[config.mk]
export PLATFORM = sky130hd
export DESIGN_NAME = reflex_timer
export DESIGN_NICKNAME = d
export VERILOG_FILES = /design/src/rtl/reflex_timer_pkg.sv /design/src/rtl/reflex_timer_sync_edge.sv /design/src/rtl/reflex_timer.sv
export SDC_FILE = /design/constraint.sdc
export NUM_CORES = 1
export LEC_CHECK = 0
export BUFFER_PORTS_ARGS = -buffer_cell sky130_fd_sc_hd__buf_2
export CAP_MARGIN = 20
export CORE_MARGIN = 4
export CORE_UTILIZATION = 40
export DETAILED_ROUTE_END_ITERATION = 6
export GPL_TIMING_DRIVEN = 0
export PLACE_DENSITY = 0.54
export RECOVER_POWER = 50
export SETUP_SLACK_MARGIN = 0.05
export SLEW_MARGIN = 20
export SYNTH_ARGS = -nofsm -noshare
export SYNTH_HDL_FRONTEND = slang
export SYNTH_HIERARCHICAL = 1
export SYNTH_SLANG_ARGS = --single-unit
[constraint.sdc]
create_clock -name clk -period 2.4 [get_ports clk]
set_input_delay 0 -clock clk [delete_from_list [all_inputs] [get_ports clk]]
set_output_delay 0 -clock clk [all_outputs]
set_load 0.05 [all_outputs]
[src/rtl/reflex_timer_pkg.sv]
// rtl/reflex_timer_pkg.sv - shared state encoding and LFSR constants for reflex_timer
package reflex_timer_pkg;

  // Trial phases; the three terminal states hold their outputs until the next start
  typedef enum logic [2:0] {
    ST_IDLE  = 3'd0,
    ST_WAIT  = 3'd1,
    ST_GO    = 3'd2,
    ST_DONE  = 3'd3,
    ST_EARLY = 3'd4,
    ST_TOUT  = 3'd5
  } state_t;

  // 16-bit Galois LFSR, x^16+x^14+x^13+x^11+1 (right-shifting form)
  localparam int                LFSR_W            = 16;
  localparam logic [LFSR_W-1:0] LFSR_TAPS         = 16'hB400;
  localparam logic [LFSR_W-1:0] LFSR_SEED_DEFAULT = 16'hACE1;

  // One LFSR step; a nonzero state never maps to zero
  function automatic logic [LFSR_W-1:0] lfsr_next(input logic [LFSR_W-1:0] cur);
    lfsr_next = cur[0] ? ((cur >> 1) ^ LFSR_TAPS) : (cur >> 1);
  endfunction

endpackage

[src/rtl/reflex_timer_sync_edge.sv]
// rtl/reflex_timer_sync_edge.sv - 2-flop synchroniser with rising-edge detect
module reflex_timer_sync_edge (
  input  logic clk,
  input  logic rst,
  input  logic din,
  output logic rise
);

  logic meta;
  logic sync;
  logic dly;

  // Two flops to resolve metastability, a third to remember the previous level
  always_ff @(posedge clk or posedge rst) begin
    if (rst) begin
      meta <= 1'b0;
      sync <= 1'b0;
      dly  <= 1'b0;
    end else begin
      meta <= din;
      sync <= meta;
      dly  <= sync;
    end
  end

  // One-clk pulse for each synchronised 0->1 transition
  assign rise = sync & ~dly;

endmodule

[src/rtl/reflex_timer.sv]
// rtl/reflex_timer.sv - reflex trial timer: random wait, GO stimulus, reaction measurement
module reflex_timer
  import reflex_timer_pkg::*;
#(
  parameter int          RES_W        = 16,
  parameter int          DELAY_MIN    = 1000,
  parameter int          DELAY_RAND_W = 12,
  parameter int          TIMEOUT      = 50000,
  parameter logic [15:0] LFSR_SEED    = LFSR_SEED_DEFAULT
) (
  input  logic             clk,
  input  logic             rst,
  input  logic             clk_1us,
  input  logic             start,
  input  logic             btn,
  output logic             go,
  output logic             busy,
  output logic             valid,
  output logic             done,
  output logic             early,
  output logic             timeout,
  output logic [RES_W-1:0] result
);

  localparam logic [RES_W-1:0] DELAY_BASE = RES_W'(DELAY_MIN);
  localparam logic [RES_W-1:0] MEAS_LAST  = RES_W'(TIMEOUT - 1);
  localparam logic [RES_W-1:0] MEAS_TOUT  = RES_W'(TIMEOUT);
  localparam logic [RES_W-1:0] CNT_ONE    = RES_W'(1);

  state_t            state;
  logic [LFSR_W-1:0] lfsr;
  logic [RES_W-1:0]  delay_cnt;
  logic [RES_W-1:0]  meas_cnt;
  logic [RES_W-1:0]  delay_load;
  logic              tick;
  logic              btn_rise;

  reflex_timer_sync_edge u_tick_sync (
    .clk  (clk),
    .rst  (rst),
    .din  (clk_1us),
    .rise (tick)
  );

  reflex_timer_sync_edge u_btn_sync (
    .clk  (clk),
    .rst  (rst),
    .din  (btn),
    .rise (btn_rise)
  );

  // Random part of the wait is the low LFSR bits, zero-extended onto the minimum
  assign delay_load = DELAY_BASE + {{(RES_W - DELAY_RAND_W){1'b0}}, lfsr[DELAY_RAND_W-1:0]};

  // Free-running LFSR so the sampled delay depends on when start arrives
  always_ff @(posedge clk or posedge rst) begin
    if (rst) begin
      lfsr <= LFSR_SEED;
    end else begin
      lfsr <= lfsr_next(lfsr);
    end
  end

  // Trial FSM with its counters and registered outputs; terminal transitions update result, flags and valid together
  always_ff @(posedge clk or posedge rst) begin
    if (rst) begin
      state     <= ST_IDLE;
      go        <= 1'b0;
      busy      <= 1'b0;
      valid     <= 1'b0;
      done      <= 1'b0;
      early     <= 1'b0;
      timeout   <= 1'b0;
      result    <= '0;
      delay_cnt <= '0;
      meas_cnt  <= '0;
    end else begin
      valid <= 1'b0;
      case (state)
        ST_IDLE, ST_DONE, ST_EARLY, ST_TOUT: begin
          if (start) begin
            state     <= ST_WAIT;
            busy      <= 1'b1;
            delay_cnt <= delay_load;
            meas_cnt  <= '0;
            result    <= '0;
            done      <= 1'b0;
            early     <= 1'b0;
            timeout   <= 1'b0;
          end
        end
        ST_WAIT: begin
          // A press before GO beats a delay expiry in the same clk
          if (btn_rise) begin
            state  <= ST_EARLY;
            early  <= 1'b1;
            result <= '0;
            busy   <= 1'b0;
            valid  <= 1'b1;
          end else if (tick) begin
            delay_cnt <= delay_cnt - CNT_ONE;
            if (delay_cnt == CNT_ONE || delay_cnt == '0) begin
              state <= ST_GO;
              go    <= 1'b1;
            end
          end
        end
        ST_GO: begin
          if (tick) begin
            meas_cnt <= meas_cnt + CNT_ONE;
          end
          // The press reports the count before any same-clk tick, so it wins over the timeout tick
          if (btn_rise) begin
            state  <= ST_DONE;
            done   <= 1'b1;
            result <= meas_cnt;
            go     <= 1'b0;
            busy   <= 1'b0;
            valid  <= 1'b1;
          end else if (tick && meas_cnt == MEAS_LAST) begin
            state   <= ST_TOUT;
            timeout <= 1'b1;
            result  <= MEAS_TOUT;
            go      <= 1'b0;
            busy    <= 1'b0;
            valid   <= 1'b1;
          end
        end
        default: begin
          state <= ST_IDLE;
          go    <= 1'b0;
          busy  <= 1'b0;
        end
      endcase
    end
  end

endmodule

==> load_flow_metrics.sql, run 1 <==
INSERT INTO impl_metrics (metric_group, metric, value, unit) VALUES
('outcome', 'outcome', 'complete, no violations', ''),
('synthesis', 'mappedNetlistNets', '373', ''),
('timing', 'report.final.slew_viol_count', '0', ''),
('min_path', 'min_path_type', 'in -> async', ''),
('placement', 'placed_cells', '501', ''),
('synthesis', 'fraction_of_synthesis_flops_using_an_asynchronous_set_or_reset_pin', '1.00', ''),
('timing', 'timing_hold_violations_final', '0', ''),
('finish', 'insertedDiodeCount', '0', ''),
('placement', 'detailed_place_hpwl', '5910', 'µm'),
('critical_path', 'path_delay_family', 'simple AND/OR/NAND/NOR gates', ''),
('finish', 'layout_common_cells', 'sky130_fd_sc_hd__dfrtp_1 (71), sky130_fd_sc_hd__nand2_1 (36), sky130_fd_sc_hd__buf_2 (29), sky130_fd_sc_hd__nor2_1 (28), sky130_fd_sc_hd__o21ai_0 (19)', ''),
('power', 'peak_vdd_ir', '0.605', 'mV'),
('placement', 'post_dp_cell_area', '0.00407', 'mm²'),
('critical_path', 'cp_data_arrival_time', '2.42', 'ns'),
('timing', 'finalSetupViolCount', '0', ''),
('power', 'power.static_leakage', '1.96', 'nW'),
('clocking', 'ctsRootBufferMaster', 'sky130_fd_sc_hd__clkbuf_8', ''),
('die', 'row_count', '35', ''),
('route', 'detail-route-antenna-nets', '0', ''),
('placement', 'routability_driven_placement_congestion_ratio', '0.829', ''),
('timing', 'finalClockSkew', '0.0103', 'ns'),
('die', 'fp.coreArea', '0.00920', 'mm²'),
('timing', 'relSlewSlack', '0.425', ''),
('global_routing', 'grt_usage', '0.160', ''),
('die', 'fp.dieW', '105', 'µm'),
('timing', 'final_critical_path_required_period', '2.22', 'ns'),
('critical_path', 'crit_path_cell_trace', 'nor4_1, nand3_1, a2111oi_1, xnor2_1, nor2_1', ''),
('placement', 'placement.io_buffers', '26', ''),
('route', 'route.vias.total', '2863', ''),
('synthesis', 'synth_enable_flop_cells', '0', ''),
('global_routing', 'grt_pass1_wl', '14200', 'µm'),
('synthesis', 'yosysSeqAreaShare', '0.527', ''),
('synthesis', 'yosysUniqueCellTypes', '59', ''),
('timing', 'post-route-worst-setup-slack', '0.179', 'ns'),
('clocking', 'clkTransAtPathRegs', '0.08', 'ns'),
('critical_path', 'startpoint_class', 'flip-flop', ''),
('synthesis', 'synth_ff_type', 'sky130_fd_sc_hd__dfrtp_1', ''),
('global_routing', 'first_global_vias', '2819', ''),
('timing', 'measured_slew_at_the_worst_slew_check_pin', '0.857', 'ns'),
('finish', 'layout.nets', '414', ''),
('finish', 'areaGrowthSynthToFinish', '15.1', '%'),
('placement', 'preCtsSetupSlack', '0.00990', 'ns'),
('timing', 'achievable_freq', '450', 'MHz'),
('critical_path', 'setup.worst_path.class', 'reg -> reg', ''),
('critical_path', 'setup.worst_path.end_class', 'flip-flop', ''),
('synthesis', 'synthesis.instances', '363', ''),
('synthesis', 'synth_warnings', '6', ''),
('synthesis', 'ys_ff_latch', '79', ''),
('global_routing', 'grt_max_degree', '57', ''),
('power', 'total_power', '4.28', 'mW'),
('die', 'floorplan.die_area', '0.0110', 'mm²'),
('clocking', 'max-clock-path-buffers', '2', ''),
('timing', 'post-route-period-util', '0.925', ''),
('critical_path', 'worst-endpoint-required', '2.60', 'ns'),
('route', 'drt-vias-per-instance', '5.51', ''),
('clocking', 'cts-buffers-inserted', '9', ''),
('route', 'drt-pass1-iter-count', '4', ''),
('finish', 'post_route_cells_drive_above_1_share', '0.166', ''),
('critical_path', 'crit_path_max_fanout', '9', ''),
('timing', 'unrepaired_setup_endpoints_after_global_routing', 'false', ''),
('critical_path', 'buffers_plus_inverters_on_the_worst_setup_path', '0', ''),
('route', 'totalWireLength', '8480', 'µm'),
('global_routing', 'grt_overflow', '0', ''),
('finish', 'final_cell_area', '0.00434', 'mm²'),
('critical_path', 'critical-path-max-stage-delay', '0.57', 'ns'),
('finish', 'final_common_cell', 'sky130_fd_sc_hd__dfrtp_1', ''),
('flow_run', 'drv_cap', '0', ''),
('clocking', 'h-tree-depth', '3', ''),
('power', 'power_per_standard_cell_area', '986', 'mW/mm²'),
('route', 'drt_iter0_drc', '116', ''),
('synthesis', 'syn_area_per_cell', '10.4', 'µm²');
synth_stat cells, drive strengths merged (5+ instances only):
library cell | number | share of area
dfrtp | 71 | 0.47
nand2 | 36 | 0.036
nor2 | 29 | 0.029
o21ai | 21 | 0.029
a21oi | 19 | 0.025
nand3 | 15 | 0.020
xnor2 | 13 | 0.030
a22o | 12 | 0.028
inv | 10 | 0.010
clkbuf | 9 | 0.0090
o22a | 9 | 0.021
xor2 | 9 | 0.021
dfstp | 8 | 0.056
buf | 7 | 0.013
or4 | 7 | 0.016
nor4 | 6 | 0.012
o211ai | 6 | 0.012
and3 | 5 | 0.0096
ha | 5 | 0.017
nand2b | 5 | 0.010
nand4 | 5 | 0.0083
or3 | 5 | 0.0083
per-layer routing:
layer | routed length [µm] | part of all wire | track usage | up-vias
met3 | 286 | 0.034 | 0.0266 | 10
met2 | 3990 | 0.47 | 0.264 | 47
met4 | 127 | 0.015 | 0.0572 | 0
met1 | 4070 | 0.48 | 0.213 | 1403
li1 | - | - | - | 1403
met5 | 0 | 0 | 0 | -
layout make-up:
class | instances | area (µm²)
Fill cell | 861 | 4860
Sequential cell | 79 | 1990
Multi-Input combinational cell | 257 | 1680
Timing Repair Buffer | 30 | 186
Clock buffer | 11 | 141
Tap cell | 111 | 139
Buffer | 16 | 83.8
Clock inverter | 5 | 81.3
Inverter | 11 | 42.5
timing repair:
action,CTS,global route
hold buffers,3,0
endpoints found under the setup margin,1,21
resized for setup,1,6
hold endpoints to repair,78,0
registers in the layout (all words and copies together), names as in the netlist, 3 cells and up:
| register | flops |
|---|---|
| result | 16 |
| state | 3 |
| lfsr | 16 |
| delay_cnt | 16 |
| meas_cnt | 16 |
power by group:
part / internal [mW] / switching [mW] / leakage (nW)
clock: 0.615 / 0.488 / 0.110
sequential: 1.49 / 0.133 / 1.02
combinational: 0.486 / 1.06 / 0.830
total: 2.59 / 1.68 / 1.96
kinds of logic after synthesis:
logic type,count (synthesis),share of synthesized area
simple gates,132,0.187
compound gates,96,0.180
flops,79,0.527
buf+inv,27,0.0332
xor+xnor,22,0.0511
fa+ha+maj,5,0.0166
mux,2,0.00531
through the flow:
stage / setup TNS [ns] / utilization / hold slack, ns
after global routing: 0 / 0.472 / 0.106
after CTS: 0 / 0.470 / 0.0779
final: 0 / 0.472 / 0.0768
after global placement: -26.99 / 0.439 / -0.117
after detailed placement: 0 / 0.442 / -0.0932
after floorplan: 0 / - / -0.246
path summary, 6_finish.rpt:
path | depth (start not counted) | endpoint | start | slack (ns)
worst min-delay path | 3 | u_btn_sync/meta$_DFF_PP0_ | rst | 0.08
min in group clk | 4 | state[1]$_DFFE_PP0P_ | start | 0.19
worst max-delay path | 5 | delay_cnt[13]$_DFFE_PP0P_ | delay_cnt[2]$_DFFE_PP0P_ | 0.18
max in group asynchronous | 4 | lfsr[11]$_DFF_PP1_ | rst | 1.31
worst min register to register | 0 | u_btn_sync/sync$_DFF_PP0_ | u_btn_sync/meta$_DFF_PP0_ | 0.36
worst max register to register | 5 | delay_cnt[13]$_DFFE_PP0P_ | delay_cnt[2]$_DFFE_PP0P_ | 0.18
worst reg2reg max path: stages (launching register included):
cell and delay, ns:
sky130_fd_sc_hd__dfrtp_1 0.42, sky130_fd_sc_hd__nor4_1 0.46, sky130_fd_sc_hd__nand3_1 0.40, sky130_fd_sc_hd__a2111oi_1 0.57, sky130_fd_sc_hd__xnor2_1 0.18, sky130_fd_sc_hd__nor2_1 0.06
(Power assumes the default switching activity.)
==> run 2: changes to the inputs <==
--- a/config.mk
+++ b/config.mk
@@ -7,7 +7,6 @@
 export LEC_CHECK = 0
 export BUFFER_PORTS_ARGS = -buffer_cell sky130_fd_sc_hd__buf_2
 export CAP_MARGIN = 20
-export CORE_MARGIN = 4
 export CORE_UTILIZATION = 40
 export DETAILED_ROUTE_END_ITERATION = 6
 export GPL_TIMING_DRIVEN = 0
==> run 2 against run 1 <==
Compared with the run above: die area decreased by 11%; routed wire length fell by 1.1%; first-iteration DRC count is 7.8% higher; combinational power hardly changed; hold slack worse by 0.017 ns; highest routed layer unchanged; clock power down 4%; power down 1.3%; critical endpoint is now delay_cnt[15]$_DFFE_PP0P_; via count grew 1.1%.
==> load_flow_metrics.sql, run 2 (synthesized netlist as in run 1, its figures left out) <==
INSERT INTO impl_metrics (metric_group, metric, value, unit) VALUES
('finish', 'final_common_cell', 'sky130_fd_sc_hd__dfrtp_1', ''),
('critical_path', 'critical_path.startpoint', 'delay_cnt[2]$_DFFE_PP0P_', ''),
('route', 'drt-vias-per-instance', '5.57', ''),
('power', 'power_per_standard_cell_area', '979', 'mW/mm²'),
('power', 'seqPwrFrac', '0.386', ''),
('critical_path', 'startpoint_class', 'flip-flop', ''),
('timing', 'measured_slew_at_the_worst_slew_check_pin', '1.33', 'ns'),
('die', 'row_count', '35', ''),
('timing', 'post-route-period-util', '0.927', ''),
('placement', 'detailed_place_hpwl', '5870', 'µm'),
('clocking', 'h-tree-depth', '3', ''),
('clocking', 'worst_skew_pair_later_pin_latency', '0.35', 'ns'),
('die', 'floorplan.die_area', '0.00981', 'mm²'),
('finish', 'post_route_cells_drive_above_1_share', '0.156', ''),
('power', 'p_clk_frac', '0.251', ''),
('timing', 'finalSetupViolCount', '0', ''),
('critical_path', 'setup.reg_to_reg.worst_slack', '0.18', 'ns'),
('timing', 'final_critical_path_required_period', '2.22', 'ns'),
('global_routing', 'grt_usage', '0.186', ''),
('die', 'die_h', '99.1', 'µm'),
('route', 'top_signal_layer_used', 'met4', ''),
('placement', 'placement.io_buffers', '26', ''),
('finish', 'areaGrowthSynthToFinish', '14.4', '%'),
('placement', 'routability_driven_placement_congestion_ratio', '0.832', ''),
('timing', 'whs', '0.0601', 'ns'),
('global_routing', 'first_global_vias', '2777', ''),
('route', 'remaining_drc_errors', '0', ''),
('placement', 'placed_cells', '501', ''),
('critical_path', 'worst_r2r_src', 'delay_cnt[2]$_DFFE_PP0P_', ''),
('power', 'peak_vdd_ir', '0.618', 'mV'),
('clocking', 'cts-buffers-inserted', '9', ''),
('die', 'io_pins', '27', ''),
('power', 'power.static_leakage', '1.95', 'nW'),
('global_routing', 'grt_overflow', '0', ''),
('critical_path', 'worst-endpoint-required', '2.60', 'ns'),
('clocking', 'cts_sinks', '79', ''),
('critical_path', 'setup.worst_path.end_class', 'flip-flop', ''),
('critical_path', 'crit_path_cell_trace', 'nor4_1, nand3_1, a2111oi_0, xnor2_1, nor2_1', ''),
('power', 'total_power', '4.22', 'mW'),
('finish', 'layout.nets', '414', ''),
('route', 'met2RoutedLength', '3870', 'µm'),
('clocking', 'max-clock-path-buffers', '2', ''),
('power', 'switching_share', '0.394', ''),
('timing', 'totalNegativeSetupSlack', '0', 'ns'),
('die', 'fp.coreArea', '0.00920', 'mm²'),
('route', 'detail-route-antenna-nets', '0', ''),
('timing', 'unrepaired_setup_endpoints_after_global_routing', 'true', ''),
('critical_path', 'crit_path_max_fanout', '9', ''),
('finish', 'layout_common_cells', 'sky130_fd_sc_hd__dfrtp_1 (71), sky130_fd_sc_hd__nand2_1 (36), sky130_fd_sc_hd__buf_2 (29), sky130_fd_sc_hd__nor2_1 (28)', ''),
('critical_path', 'cp_data_arrival_time', '2.43', 'ns'),
('timing', 'achievable_freq', '450', 'MHz'),
('power', 'total_switching_power', '1.66', 'mW'),
('outcome', 'outcome', 'complete, no violations', ''),
('global_routing', 'grt_max_degree', '47', ''),
('finish', 'insertedDiodeCount', '0', ''),
('critical_path', 'critical-path-max-stage-delay', '0.61', 'ns'),
('clocking', 'postCtsSetupRepairBufs', '0', ''),
('finish', 'post_layout_nonfiller_instances', '520', ''),
('clocking', 'ctsRootBufferMaster', 'sky130_fd_sc_hd__clkbuf_8', ''),
('critical_path', 'worst_reg_to_reg_cells', '5', ''),
('route', 'wl_met1', '4050', 'µm'),
('die', 'initial_core_util', '0.410', ''),
('min_path', 'min_path_type', 'in -> async', ''),
('critical_path', 'setup.worst_path.class', 'reg -> reg', ''),
('timing', 'finalClockSkew', '0.0142', 'ns'),
('timing', 'timing_hold_violations_final', '0', ''),
('clocking', 'clkTransAtPathRegs', '0.08', 'ns'),
('critical_path', 'critical_path.reg2reg.endpoint', 'delay_cnt[15]$_DFFE_PP0P_', ''),
('timing', 'report.final.slew_viol_count', '0', ''),
('power', 'share_comb_of_total_power', '0.363', ''),
('global_routing', 'antenna_found_initial', '0', ''),
('flow_run', 'drv_cap', '0', ''),
('route', 'met3_wirelength', '280', 'µm'),
('global_routing', 'grt_pass1_wl', '14100', 'µm'),
('route', 'drt_iter0_drc', '125', ''),
('power', 'p_int', '2.56', 'mW'),
('critical_path', 'critical-path-slowest-cell', 'sky130_fd_sc_hd__a2111oi_0', ''),
('timing', 'relSlewSlack', '0.111', ''),
('clocking', 'tritoncts', 'yes', ''),
('route', 'drt-pass1-iter-count', '5', ''),
('die', 'fp.dieW', '99.1', 'µm'),
('route', 'route.detailed.wl_per_inst', '16.1', 'µm'),
('route', 'totalWireLength', '8390', 'µm'),
('route', 'route.vias.total', '2894', '');
## run 2: how the worst max path moves through the flow
stage / end / slack, ns
detailed placement: delay_cnt[14]$_DFFE_PP0P_ / 0.007
CTS: delay_cnt[7]$_DFFE_PP0P_ / 0.13
finish: delay_cnt[15]$_DFFE_PP0P_ / 0.18
global route: delay_cnt[15]$_DFFE_PP0P_ / -0.0006
floorplan: delay_cnt[14]$_DFFE_PP0P_ / 0.39
global placement: result[11]$_DFFE_PP0P_ / -0.42
## run 2: area by class of cell
cell class              count  area [µm²]
multi-input cells         257        1660
repair buffers             30         186
flip-flops and latches     79        1990
clock inverters             4        72.6
clock buffers              12         135
plain buffers              16        83.8
inverters                  11        42.5
well taps                 111         139
fillers                   863        4890
## run 2: metrics by stage
stage | cell area (µm²) | setup slack [ns] | util
2_1_floorplan | 3770 | 0.388 | -
3_3_place_gp | 4040 | -0.425 | 0.439
3_5_place_dp | 4070 | 0.00728 | 0.442
4_1_cts | 4310 | 0.133 | 0.469
5_1_grt | 4310 | -0.000558 | 0.469
6_report | 4310 | 0.176 | 0.469
## run 2: critical path: cells and delay by family (launching register included)
family / cells / cell delay (ns)
XOR/XNOR: 1 / 0.18
flip-flops: 1 / 0.43
AND/OR/NAND/NOR: 3 / 0.88
AO/OA/AOI/OAI: 1 / 0.61
## run 2: power by group through the flow
stage               combinational, mW  clock (mW)  sequential, mW
CTS                              1.53        1.10            1.62
detailed placement               1.52           0            1.65
floorplan                       0.917           0            1.85
global placement                 1.51           0            1.64
finish                           1.53        1.06            1.63
global route                     1.69        1.14            1.65
## run 2: routing by layer
| metal | vias to the layer above | GRT usage |
|---|---|---|
| li1 | 1408 | - |
| met1 | 1414 | 0.251 |
| met2 | 60 | 0.290 |
| met3 | 12 | 0.0333 |
| met4 | 0 | 0.0928 |
| met5 | - | 0 |
## run 2: what timing repair did
action | 4_1_cts | 5_1_grt
endpoints found under the setup margin | 1 | 17
endpoints found under the hold margin | 35 | 0
gates cloned | 0 | 0
hold buffers | 3 | 0
gates resized for setup | 1 | 2
==> run 3: changes to the inputs <==
--- a/config.mk
+++ b/config.mk
@@ -10,7 +10,7 @@
 export CORE_UTILIZATION = 40
 export DETAILED_ROUTE_END_ITERATION = 6
 export GPL_TIMING_DRIVEN = 0
-export PLACE_DENSITY = 0.54
+export PLACE_DENSITY = 0.61
 export RECOVER_POWER = 50
 export SETUP_SLACK_MARGIN = 0.05
 export SLEW_MARGIN = 20
==> run 3 against run 2 <==
Compared with the run above: clock skew fell by 0.0048 ns; sequential power barely moved; combinational power barely moved; power rose by 1.1%; register-to-register slack improved by 0.05 ns; clock-buffer cell count fell by 2; sequential cell count did not move; die area did not move; routed wire length rose by 0.20%; clock power barely moved; hold slack improved by 0.013 ns; largest power group unchanged.
==> load_flow_metrics.sql, run 3 (synthesized netlist as in run 1, its figures left out) <==
INSERT INTO impl_metrics (metric_group, metric, value, unit) VALUES
('route', 'drt_iter0_drc', '174', ''),
('route', 'totalWireLength', '8400', 'µm'),
('timing', 'achievable_freq', '461', 'MHz'),
('route', 'drt-pass1-iter-count', '5', ''),
('critical_path', 'setup.worst_path.end_class', 'flip-flop', ''),
('power', 'power.static_leakage', '1.95', 'nW'),
('critical_path', 'critical_path.startpoint', 'u_tick_sync/dly$_DFF_PP0_', ''),
('power', 'peak_vdd_ir', '0.654', 'mV'),
('route', 'remaining_drc_errors', '0', ''),
('clocking', 'ctsRootBufferMaster', 'sky130_fd_sc_hd__clkbuf_8', ''),
('timing', 'final_critical_path_required_period', '2.17', 'ns'),
('route', 'route.vias.total', '2920', ''),
('critical_path', 'worst_r2r_src', 'u_tick_sync/dly$_DFF_PP0_', ''),
('die', 'initial_core_util', '0.410', ''),
('clocking', 'clkTransAtPathRegs', '0.08', 'ns'),
('global_routing', 'grt_overflow', '0', ''),
('timing', 'relSlewSlack', '0.0302', ''),
('timing', 'post-route-period-util', '0.905', ''),
('clocking', 'cts_sinks', '79', ''),
('clocking', 'h-tree-depth', '3', ''),
('finish', 'layout_common_cells', 'sky130_fd_sc_hd__dfrtp_1 (71), sky130_fd_sc_hd__nand2_1 (36), sky130_fd_sc_hd__buf_2 (29), sky130_fd_sc_hd__nor2_1 (28), sky130_fd_sc_hd__o21ai_0 (19)', ''),
('clocking', 'postCtsSetupRepairBufs', '0', ''),
('critical_path', 'setup.worst_path.class', 'reg -> reg', ''),
('critical_path', 'crit_path_max_fanout', '10', ''),
('finish', 'post_route_cells_drive_above_1_share', '0.169', ''),
('clocking', 'cts-buffers-inserted', '9', ''),
('finish', 'final_common_cell', 'sky130_fd_sc_hd__dfrtp_1', ''),
('placement', 'placement.io_buffers', '26', ''),
('critical_path', 'worstSetupEndpoint', 'delay_cnt[11]$_DFFE_PP0P_', ''),
('route', 'route.detailed.wl_per_inst', '16.2', 'µm'),
('outcome', 'outcome', 'complete, no violations', ''),
('global_routing', 'grt_pass1_wl', '14500', 'µm'),
('timing', 'timing_hold_violations_final', '0', ''),
('critical_path', 'startpoint_class', 'flip-flop', ''),
('clocking', 'tritoncts', 'yes', ''),
('finish', 'multi_input_area', '0.00169', 'mm²'),
('flow_run', 'drv_cap', '0', ''),
('clocking', 'worst_skew_pair_later_pin_latency', '0.35', 'ns'),
('clocking', 'max-clock-path-buffers', '2', ''),
('die', 'row_count', '35', ''),
('placement', 'routability_driven_placement_congestion_ratio', '0.835', ''),
('global_routing', 'first_global_vias', '2876', ''),
('critical_path', 'setup.reg_to_reg.worst_slack', '0.23', 'ns'),
('power', 'total_power', '4.27', 'mW'),
('global_routing', 'antenna_found_initial', '0', ''),
('die', 'fp.dieW', '99.1', 'µm'),
('min_path', 'min_path_type', 'in -> async', ''),
('finish', 'insertedDiodeCount', '0', ''),
('finish', 'areaGrowthSynthToFinish', '14.6', '%'),
('global_routing', 'grt_max_degree', '41', ''),
('timing', 'post-route-worst-setup-slack', '0.229', 'ns'),
('placement', 'detailed_place_hpwl', '5750', 'µm'),
('timing', 'measured_slew_at_the_worst_slew_check_pin', '1.45', 'ns'),
('critical_path', 'cp_data_arrival_time', '2.42', 'ns'),
('timing', 'finalSetupViolCount', '0', ''),
('critical_path', 'worst_reg_to_reg_cells', '7', ''),
('die', 'fp.coreArea', '0.00920', 'mm²'),
('die', 'floorplan.die_area', '0.00981', 'mm²'),
('die', 'die_h', '99.1', 'µm'),
('finish', 'layout.nets', '414', ''),
('timing', 'finalClockSkew', '0.00939', 'ns'),
('critical_path', 'critical_path.reg2reg.endpoint', 'delay_cnt[11]$_DFFE_PP0P_', ''),
('critical_path', 'worst-endpoint-required', '2.65', 'ns'),
('placement', 'preCtsSetupSlack', '-0.00649', 'ns'),
('finish', 'seq_area', '0.00199', 'mm²'),
('timing', 'unrepaired_setup_endpoints_after_global_routing', 'false', ''),
('route', 'detail-route-antenna-nets', '0', ''),
('finish', 'filler_cell_count', '874', ''),
('timing', 'totalNegativeSetupSlack', '0', 'ns'),
('global_routing', 'grt_usage', '0.191', ''),
('timing', 'report.final.slew_viol_count', '0', ''),
('power', 'power_per_standard_cell_area', '988', 'mW/mm²'),
('route', 'drt-vias-per-instance', '5.62', ''),
('die', 'io_pins', '27', '');
[run 3: cell count changes in the layout (fill, tap and decap cells not counted), sizes merged]
cell | previous run | this run
clkinv | 2 | 3
clkinvlp | 2 | 3
buf | 33 | 32
clkbuf | 22 | 21
[run 3: critical path, stage by stage, from the launching register on]
cell and delay [ns]:
sky130_fd_sc_hd__dfrtp_1 0.40, sky130_fd_sc_hd__nor2b_4 0.17, sky130_fd_sc_hd__nor3b_1 0.27, sky130_fd_sc_hd__o21ai_2 0.13, sky130_fd_sc_hd__and2_1 0.17, sky130_fd_sc_hd__buf_2 0.18, sky130_fd_sc_hd__or4_1 0.51, sky130_fd_sc_hd__o311ai_1 0.24
[run 3: worst min path at each step]
stage               from                    endpoint  slack (ns)  cells after the start
floorplan            rst    u_btn_sync/dly$_DFF_PP0_       -0.25                      1
global placement     rst   u_btn_sync/meta$_DFF_PP0_       -0.12                      2
detailed placement   rst   u_tick_sync/dly$_DFF_PP0_       -0.09                      2
CTS                  rst  u_tick_sync/meta$_DFF_PP0_        0.07                      3
global route         rst  u_tick_sync/meta$_DFF_PP0_        0.08                      3
finish               rst  u_tick_sync/meta$_DFF_PP0_        0.07                      3
[run 3: power breakdown]
| group | switching, mW | internal, mW | total (mW) |
|---|---|---|---|
| clock network | 0.490 | 0.582 | 1.07 |
| logic | 1.07 | 0.492 | 1.56 |
| registers | 0.146 | 1.49 | 1.64 |
| total | 1.70 | 2.57 | 4.27 |
[run 3: cell type report]
class,count,area share
Sequential cell,79,0.460
Timing Repair Buffer,30,0.0385
Tap cell,111,0.0322
Inverter,11,0.00985
Buffer,16,0.0194
Multi-Input combinational cell,257,0.391
Clock buffer,10,0.0296
Clock inverter,6,0.0197
[run 3: per-layer routing]
metal  share of wire  global-route usage  vias up
met2            0.47               0.293       77
li1                -                   -     1401
met1            0.47               0.258     1431
met4           0.018              0.0690        0
met3           0.048              0.0539       11
met5               0                   0        -
[run 3: stage by stage]
stage                     instances  hold slack, ns  utilization  cell area, µm²
after detailed placement        501         -0.0906        0.441            4060
after global routing            520          0.0839        0.470            4320
final                           520          0.0731        0.470            4320
after global placement          500          -0.118        0.439            4040
after floorplan                 363          -0.246            -            3770
after CTS                       520          0.0740        0.468            4310
[run 3: repair_timing]
action | in CTS | in global routing
resized for setup | 1 | 7
hold endpoints to repair | 36 | 0
hold buffers | 3 | 0
endpoints found under the setup margin | 1 | 16
pin swaps | 0 | 0
